===== config.mk =====
export PLATFORM = sky130hd
export DESIGN_NAME = ctr_monitor_flat
export DESIGN_NICKNAME = d
export VERILOG_FILES = /design/src/rtl/ctr_monitor_if.sv /design/src/rtl/ctr_monitor.sv /design/src/flat_wrapper.sv
export SDC_FILE = /design/constraint.sdc
export NUM_CORES = 1
export LEC_CHECK = 0
export CORE_AREA = 2 2 54 56
export DETAILED_ROUTE_END_ITERATION = 8
export DIE_AREA = 0 0 56 58
export PLACE_DENSITY = 0.72
export SYNTH_ARGS = -nofsm -noshare
export SYNTH_HDL_FRONTEND = slang
export SYNTH_SLANG_ARGS = --single-unit

===== constraint.sdc =====
create_clock -name clk -period 2.2 [get_ports clk]
set_input_delay 0.33 -clock clk [delete_from_list [all_inputs] [get_ports clk]]
set_output_delay 0.33 -clock clk [all_outputs]
set_load 0.005 [all_outputs]

===== src/rtl/ctr_monitor_if.sv =====
// Signal bundle between an observed up/down counter and its sequence monitor.
// The master side presents the count stream; the slave side is the monitor.
interface ctr_monitor_if #(
   parameter int WIDTH         = 3,
   parameter int ERR_CNT_WIDTH = 8
);
   logic                     enable;
   logic [WIDTH-1:0]         count;
   logic                     clr_err;
   logic                     locked;
   logic                     dir;
   logic                     step_err;
   logic                     wrap;
   logic [ERR_CNT_WIDTH-1:0] err_cnt;

   modport master (
      output enable, count, clr_err,
      input  locked, dir, step_err, wrap, err_cnt
   );

   modport slave (
      input  enable, count, clr_err,
      output locked, dir, step_err, wrap, err_cnt
   );
endinterface


===== src/rtl/ctr_monitor.sv =====
// Passive up/down counter sequence monitor: acquires a counting direction,
// locks after LOCK_LEN consistent steps, then flags breaks and wrap-arounds.
//
//   state    | meaning
//   ---------+--------------------------------------------------------------
//   ST_EMPTY | no valid previous sample; next sample only seeds prev
//   ST_ACQ   | counting consistent steps in dir until run reaches LOCK_LEN
//   ST_TRACK | locked; each sample must continue the sequence in dir
module ctr_monitor #(
   parameter int WIDTH         = 3,
   parameter int LOCK_LEN      = 2,
   parameter int ERR_CNT_WIDTH = 8
) (
   input  logic         clk,
   input  logic         rst,
   ctr_monitor_if.slave mon
);

   typedef enum logic [1:0] {
      ST_EMPTY = 2'd0,
      ST_ACQ   = 2'd1,
      ST_TRACK = 2'd2
   } state_t;

   localparam logic [WIDTH-1:0]         CNT_ONE  = WIDTH'(1);
   localparam logic [WIDTH-1:0]         CNT_ONES = '1;
   localparam logic [ERR_CNT_WIDTH-1:0] ERR_ONE  = ERR_CNT_WIDTH'(1);
   localparam logic [ERR_CNT_WIDTH-1:0] ERR_MAX  = '1;
   localparam logic [3:0]               LOCK_RUN = 4'(LOCK_LEN);

   state_t                   state, state_nxt;
   logic [WIDTH-1:0]         prev, prev_nxt;
   logic [3:0]               run, run_nxt;
   logic                     dir_q, dir_nxt;
   logic                     step_err_q, step_err_nxt;
   logic                     wrap_q, wrap_nxt;
   logic [ERR_CNT_WIDTH-1:0] err_q, err_nxt;

   logic [WIDTH-1:0]         prev_inc;
   logic [WIDTH-1:0]         prev_dec;
   logic                     step_up;
   logic                     step_dn;
   logic                     step_match;
   logic                     wrap_step;
   logic [3:0]               acq_run;
   logic                     acq_dir;
   logic                     violation;

   // Modulo-2^WIDTH neighbours of the previous sample.
   assign prev_inc   = prev + CNT_ONE;
   assign prev_dec   = prev - CNT_ONE;
   assign step_up    = (mon.count == prev_inc);
   assign step_dn    = (mon.count == prev_dec);
   assign step_match = dir_q ? step_dn : step_up;
   assign wrap_step  = dir_q ? ((prev == '0) && (mon.count == CNT_ONES))
                             : ((prev == CNT_ONES) && (mon.count == '0));

   // A step continues the run only if it agrees with dir and a run is open.
   always_comb begin
      acq_run = 4'd0;
      acq_dir = dir_q;
      if (step_up || step_dn) begin
         if ((step_dn == dir_q) && (run != 4'd0)) begin
            acq_run = run + 4'd1;
         end else begin
            acq_dir = step_dn;
            acq_run = 4'd1;
         end
      end
   end

   always_comb begin
      state_nxt    = state;
      prev_nxt     = prev;
      run_nxt      = run;
      dir_nxt      = dir_q;
      step_err_nxt = 1'b0;
      wrap_nxt     = 1'b0;
      violation    = 1'b0;
      if (mon.enable) begin
         prev_nxt = mon.count;
         case (state)
            ST_EMPTY: begin
               run_nxt   = 4'd0;
               state_nxt = ST_ACQ;
            end
            ST_ACQ: begin
               run_nxt = acq_run;
               dir_nxt = acq_dir;
               if (acq_run == LOCK_RUN) begin
                  state_nxt = ST_TRACK;
               end
            end
            ST_TRACK: begin
               if (step_match) begin
                  wrap_nxt = wrap_step;
               end else begin
                  violation    = 1'b1;
                  step_err_nxt = 1'b1;
                  run_nxt      = 4'd0;
                  state_nxt    = ST_ACQ;
               end
            end
            default: begin
               run_nxt   = 4'd0;
               state_nxt = ST_EMPTY;
            end
         endcase
      end
   end

   // Clear wins over a coincident violation; the tally saturates at all-ones.
   always_comb begin
      err_nxt = err_q;
      if (mon.clr_err) begin
         err_nxt = '0;
      end else if (violation && (err_q != ERR_MAX)) begin
         err_nxt = err_q + ERR_ONE;
      end
   end

   always_ff @(posedge clk) begin
      if (rst) begin
         state      <= ST_EMPTY;
         prev       <= '0;
         run        <= 4'd0;
         dir_q      <= 1'b0;
         step_err_q <= 1'b0;
         wrap_q     <= 1'b0;
         err_q      <= '0;
      end else begin
         state      <= state_nxt;
         prev       <= prev_nxt;
         run        <= run_nxt;
         dir_q      <= dir_nxt;
         step_err_q <= step_err_nxt;
         wrap_q     <= wrap_nxt;
         err_q      <= err_nxt;
      end
   end

   assign mon.locked   = (state == ST_TRACK);
   assign mon.dir      = dir_q;
   assign mon.step_err = step_err_q;
   assign mon.wrap     = wrap_q;
   assign mon.err_cnt  = err_q;

endmodule


===== src/flat_wrapper.sv =====
// flat-port wrapper written by rule: the top's interface ports become plain ports
module ctr_monitor_flat 
#(
   parameter int WIDTH         = 3,
   parameter int LOCK_LEN      = 2,
   parameter int ERR_CNT_WIDTH = 8
)
  (clk, rst, mon_enable, mon_count, mon_clr_err, mon_locked, mon_dir, mon_step_err, mon_wrap, mon_err_cnt);
  ctr_monitor_if #(.WIDTH(WIDTH), .ERR_CNT_WIDTH(ERR_CNT_WIDTH)) mon_i ();
  input  logic clk;
  input  logic rst;
  input wire logic [$bits(mon_i.enable)-1:0] mon_enable;
  input wire logic [$bits(mon_i.count)-1:0] mon_count;
  input wire logic [$bits(mon_i.clr_err)-1:0] mon_clr_err;
  output wire logic [$bits(mon_i.locked)-1:0] mon_locked;
  output wire logic [$bits(mon_i.dir)-1:0] mon_dir;
  output wire logic [$bits(mon_i.step_err)-1:0] mon_step_err;
  output wire logic [$bits(mon_i.wrap)-1:0] mon_wrap;
  output wire logic [$bits(mon_i.err_cnt)-1:0] mon_err_cnt;
  assign mon_i.enable = mon_enable;
  assign mon_i.count = mon_count;
  assign mon_i.clr_err = mon_clr_err;
  assign mon_locked = mon_i.locked;
  assign mon_dir = mon_i.dir;
  assign mon_step_err = mon_i.step_err;
  assign mon_wrap = mon_i.wrap;
  assign mon_err_cnt = mon_i.err_cnt;
  ctr_monitor #(.WIDTH(WIDTH), .LOCK_LEN(LOCK_LEN), .ERR_CNT_WIDTH(ERR_CNT_WIDTH)) u_core (.clk(clk), .rst(rst), .mon(mon_i));
endmodule

Word level (Yosys, flattened, before mapping)
Cells that the tools add are included.
W data, S select, Z words.
{ "totals": {"reg_bits": 20, "inputBits": 7, "wordCells": 52} }
{ "classes": {"reduce_logical": 14, "add_sub_neg": 4, "mux": 12, "n_bitwise": 4, "eq_ne": 11} }
{ "ops": {"columns": ["operator", "n"], "rows": [
  ["$mux W4", 3],
  ["$add A8 B1 Y8 const B", 1],
  ["$ne A8 B8 Y1 const B", 1],
  ["$pmux W4 S2", 1],
  ["$eq A3 B3 Y1", 2],
  ["$eq A3 B3 Y1 const B", 2],
  ["$logic_not A3 Y1", 2],
  ["$pmux W2 S3", 1],
  ["$mux W1", 5],
  ["$add A4 B1 Y4 const B", 1],
  ["$eq A4 B2 Y1 const B", 1],
  ["$logic_and A1 B1 Y1", 4],
  ["$mux W2", 2],
  ["$not A1 Y1", 4],
  ["$reduce_and A4 Y1", 1],
  ["$reduce_bool A4 Y1", 1],
  ["$reduce_or A4 Y1", 1],
  ["$add A3 B1 Y3 const B", 1],
  ["$reduce_and A3 Y1", 1],
  ["$sub A3 B1 Y3 const B", 1],
  ["$eq A2 B1 Y1 const B", 1],
  ["$eq A2 B2 Y1 const B", 1],
  ["$logic_not A2 Y1", 1],
  ["$ne A2 B1 Y1 const B", 1],
  ["5 further kinds", 5]
]} }

Depth between registers and ports, before layout
{ "depth": {"ltp_word": 9, "ltp_mapped": 8} }

Worst setup path after synthesis
OpenSTA, ideal clock, no wires.
{ "synth_path": {"path_type": "register -> register", "startpoint": "register u_core.prev[0]", "endpoint": "register u_core.err_q[5], in the netlist u_core.mon.err_cnt[5]", "t_arrival_ns": 2.322, "n_path_buf": 1, "setup_slack_ns": -0.191, "path_stages_with_launch": 9, "t_required_ns": 2.130, "setup_ns": 0.070, "synth_period_minus_slack_ns": 2.391, "cell_sequence": "dfxtp_1 ha_1 ha_1 xnor2_1 and4b_1 or3_4 buf_6 or4_1 a21oi_1"} }
{ "synth_between": {"elab_chain_len": 7} }
{ "synth_lines": {"columns": ["item", "line", "text"], "rows": [
  ["start, declared", "ctr_monitor.sv:32", "logic [WIDTH-1:0] prev, prev_nxt;"],
  ["start signal, assigned", "ctr_monitor.sv:133", "prev <= prev_nxt;"],
  ["$add A3 B1 Y3 / $sub A3 B1 Y3 (equally long branches)", "ctr_monitor.sv:50, ctr_monitor.sv:51", null],
  ["$eq A3 B3 Y1, on equally long branches", "ctr_monitor.sv:52, ctr_monitor.sv:53", null],
  ["$mux W1 *", "ctr_monitor.sv:54", "assign step_match = dir_q ? step_dn : step_up;"],
  ["$mux W1 *", "ctr_monitor.sv:95", "if (step_match) begin"],
  ["$mux W1 *", "ctr_monitor.sv:82", "case (state)"],
  ["$mux W1 *", "ctr_monitor.sv:80", "if (mon.enable) begin"],
  ["$logic_and A1 B1 Y1 *", "ctr_monitor.sv:117", "end else if (violation && (err_q != ERR_MAX)) begin"],
  ["end signal, assigned", "ctr_monitor.sv:138", "err_q <= err_nxt;"],
  ["end, declared", "ctr_monitor.sv:37", "logic [ERR_CNT_WIDTH-1:0] err_q, err_nxt;"]
]} }
Every way passes the cells marked *; elsewhere a longest branch is shown, timed or not.
A chain may end at the register's enable or synchronous reset.

Worst setup path in the final report
Same ends and word-level chain as after synthesis.

==> summary.txt <==
Status: finished clean
Syn_nets: 156
Max Cap Viol: 0
Endpoints failing setup: 0
Reg2reg end: u_core.mon.err_cnt[5]$_SDFFE_PP0P_
Net Sw Frac: 0.257
Crit-path cells: ha_4 > ha_4 > xnor2_2 > and4b_1 > or3_4 > or4_4 > a21oi_2
FP Rows: 19
Critical path data arrival time: 2.43 ns
Internal power: 0.000585 W
Top_reg_cell synth: dfxtp_1
Clock-pin slew on the worst setup and hold paths: 0.13 ns
Drt initial violations: 17
Die width: 56 microns
Initial antenna violation count: 0
Routability Congestion: 0.790
Post-DP HPWL: 2.32 mm
Synth Warn #: 0
CP Capture Type: register
Fillcell total: 238
Power, Total: 0.000787 W
Final hold violations: 0
# IOs: 19
Avg Inst Size Synth: 8.49 sq um
R2R cell count: 7
RSZ-0062 raised after global routing: true
Post-synth top area cell: dfxtp_1
Hold EP: u_core.mon.err_cnt[6]$_SDFFE_PP0P_
CTS tree: yes
GRT Overall Usage: 0.198
Final #Nets: 194
Commonest non-fill, non-tap cell in the layout: buf_4
Vias in the first global route: 1167
Layout Cells excl Fill: 210
Area growth syn-to-layout: 38.9%
Die ar.: 0.00325 sq mm
Clock Sinks: 20
Core area: 0.00266 sq mm
Multi-input gate area: 836 sq um
CP max-delay cell: or4_4
Post-synthesis sequential area ratio: 0.332
Vias per Instance: 5.61
Worst path most repeated cell: ha_4
DR vias: 1178
Mean routed wirelength per cell: 14.1 microns
Power per cell area: 470 mW/mm^2
ANT nets after route: 0
CTS Buffer Depth: 2
Finished Cell Area: 0.00167 sq mm
Flop pwr share: 0.478
Post-synth EDFFs: 0
Synth Cell Area: 0.00120 sq mm
Peak VDD IR: 0.503 mV
H-Tree Depth: 1
# hold bufs at CTS: 0
TritonCTS buffer count: 3
Period utilization: 0.982
Top cell type's share of synthesized area: 0.332
Max Clock Skew: 0.0157 ns
# Post-CTS Setup Buffers: 0
Worst hold path depth: 2
Hold Startpoint: u_core.mon.err_cnt[6]$_SDFFE_PP0P_
Commonest cells after routing, fill and taps aside: buf_4, clkdlybuf4s50_1, dfxtp_1
Clock Power Share: 0.334
# DRC: 0
Max stage delay on crit path: 0.49 ns
IO buf count: 18
Root buffer cell: clkbuf_4
DP Area: 0.00159 sq mm
Largest net degree at the start of global routing: 13
Register Area: 407 sq um
N_diodes: 0
Async SR Flop Fraction: 0
Max Fclk: 463 MHz
Leakage Power: 0.612 nW
Crit start category: register
Crit-path max FO: 7
Layout cells sized above 1: 0.229
DRT Pass-1 Iters: 4
Launching point of the worst reg2reg path: u_core.prev[0]$_SDFFE_PP0P_
Crit path time final: 2.16 ns
Placed instance count: 206
Worst slew pin tran: 0.446 ns
Kind of critical path: register to register
First-pass GRT wire length: 5.06 mm
PostCTS Resize Cnt: 0
Slew Viols, Final: 0
Slew Limit Headroom: 0.702
R2r setup slk: 0.04 ns
Combinational Power Share: 0.188
Clock latency on the worst-skew pair: 0.32 ns
P_sw: 0.000202 W
Hold WC Path Type: register to register
WP data required: 2.47 ns
Effective utilization at floorplan: 0.453
Die Span Y: 58 microns
Grt ovf: 0
Routed WL: 2.97 mm
Synth top area cells: dfxtp_1, ha_1, nor2_1
Gate Count Post-Synth: 142
Min Hold Slack: 0.509 ns
Register bit total from synthesis: 20
Netlist cell types: 42
kinds of logic after synthesis:
logic type	share of synthesized area
AO/OA/AOI/OAI	0.137
XOR/XNOR	0.0696
adder cells (fa/ha/maj)	0.0727
buffers and inverters	0.0374
flip-flops	0.332
multiplexers	0.0415
AND/OR/NAND/NOR	0.309
state kept, by name, indices dropped and copies added (netlist names):
register	flops
u_core.prev	3
u_core.mon.step_err	1
u_core.mon.err_cnt	8
u_core.state	2
u_core.mon.dir	1
u_core.mon.wrap	1
u_core.run	4
synth_stat cells, types with 2 or more instances:
library cell and n:
clkbuf_1 3, a2111oi_0 2, o21ai_0 5, nand2b_1 4
ha_1 7, nor2_1 14, xnor2_1 5, xor2_1 2
nor4_1 4, nand4_1 4, a21oi_1 5, nand2_1 11
mux2i_1 5, or3_1 4, a22o_1 2, inv_1 6
nor3_1 6, nor3b_1 2, nand4b_1 2, dfxtp_1 20
a21o_1 2, nand3_1 7
metrics by stage:
stage	util	TNS, ns	setup slack, ns
floorplan	-	-0.0149	-0.0149
global placement	0.599	-0.972	-0.193
detailed placement	0.599	-1.52	-0.252
CTS	0.617	0	0.0277
global route	0.629	-0.0113	-0.0113
finish	0.629	0	0.0394
worst max-delay path: cells and delay by family (launching register included):
family | cells | cell delay (ns)
AO/OA/AOI/OAI | 1 | 0.12
XOR/XNOR | 1 | 0.13
adder cells (fa/ha/maj) | 2 | 0.37
flip-flops | 1 | 0.38
AND/OR/NAND/NOR | 3 | 1.12
power groups by stage:
stage | Combinational [W] | Sequential (W) | Clock, W
global route | 0.000162 | 0.000377 | 0.000283
global placement | 0.000138 | 0.000383 | 0
detailed placement | 0.000143 | 0.000383 | 0
CTS | 0.000144 | 0.000375 | 0.000271
floorplan | 0.0000727 | 0.000382 | 0
finish | 0.000148 | 0.000376 | 0.000263
cell type report:
type,instances,share of cell area
timing repair buffer,37,0.193
multi-input combinational,112,0.499
tap,31,0.0232
inverter,6,0.0135
clock buffer,4,0.0284
sequential,20,0.243
layer usage:
layer | vias to the layer above | part of all wire | global-route usage
met2 | 32 | 0.51 | 0.378
met1 | 544 | 0.43 | 0.211
met3 | 8 | 0.039 | 0.0491
li1 | 594 | - | -
met4 | 0 | 0.022 | 0.0714
met5 | - | 0 | 0
worst max-delay path by stage:
| stage | from | end | depth (start not counted) |
|---|---|---|---|
| 2_1_floorplan | u_core.prev[0]$_SDFFE_PP0P_ | u_core.mon.err_cnt[5]$_SDFFE_PP0P_ | 8 |
| 3_3_place_gp | mon_count[2] | u_core.mon.err_cnt[5]$_SDFFE_PP0P_ | 6 |
| 3_5_place_dp | mon_count[2] | u_core.mon.err_cnt[5]$_SDFFE_PP0P_ | 6 |
| 4_1_cts | u_core.prev[0]$_SDFFE_PP0P_ | u_core.mon.err_cnt[5]$_SDFFE_PP0P_ | 7 |
| 5_1_grt | u_core.prev[0]$_SDFFE_PP0P_ | u_core.mon.err_cnt[5]$_SDFFE_PP0P_ | 7 |
| 6_report | u_core.prev[0]$_SDFFE_PP0P_ | u_core.mon.err_cnt[5]$_SDFFE_PP0P_ | 7 |
(Power assumes the default switching activity.)
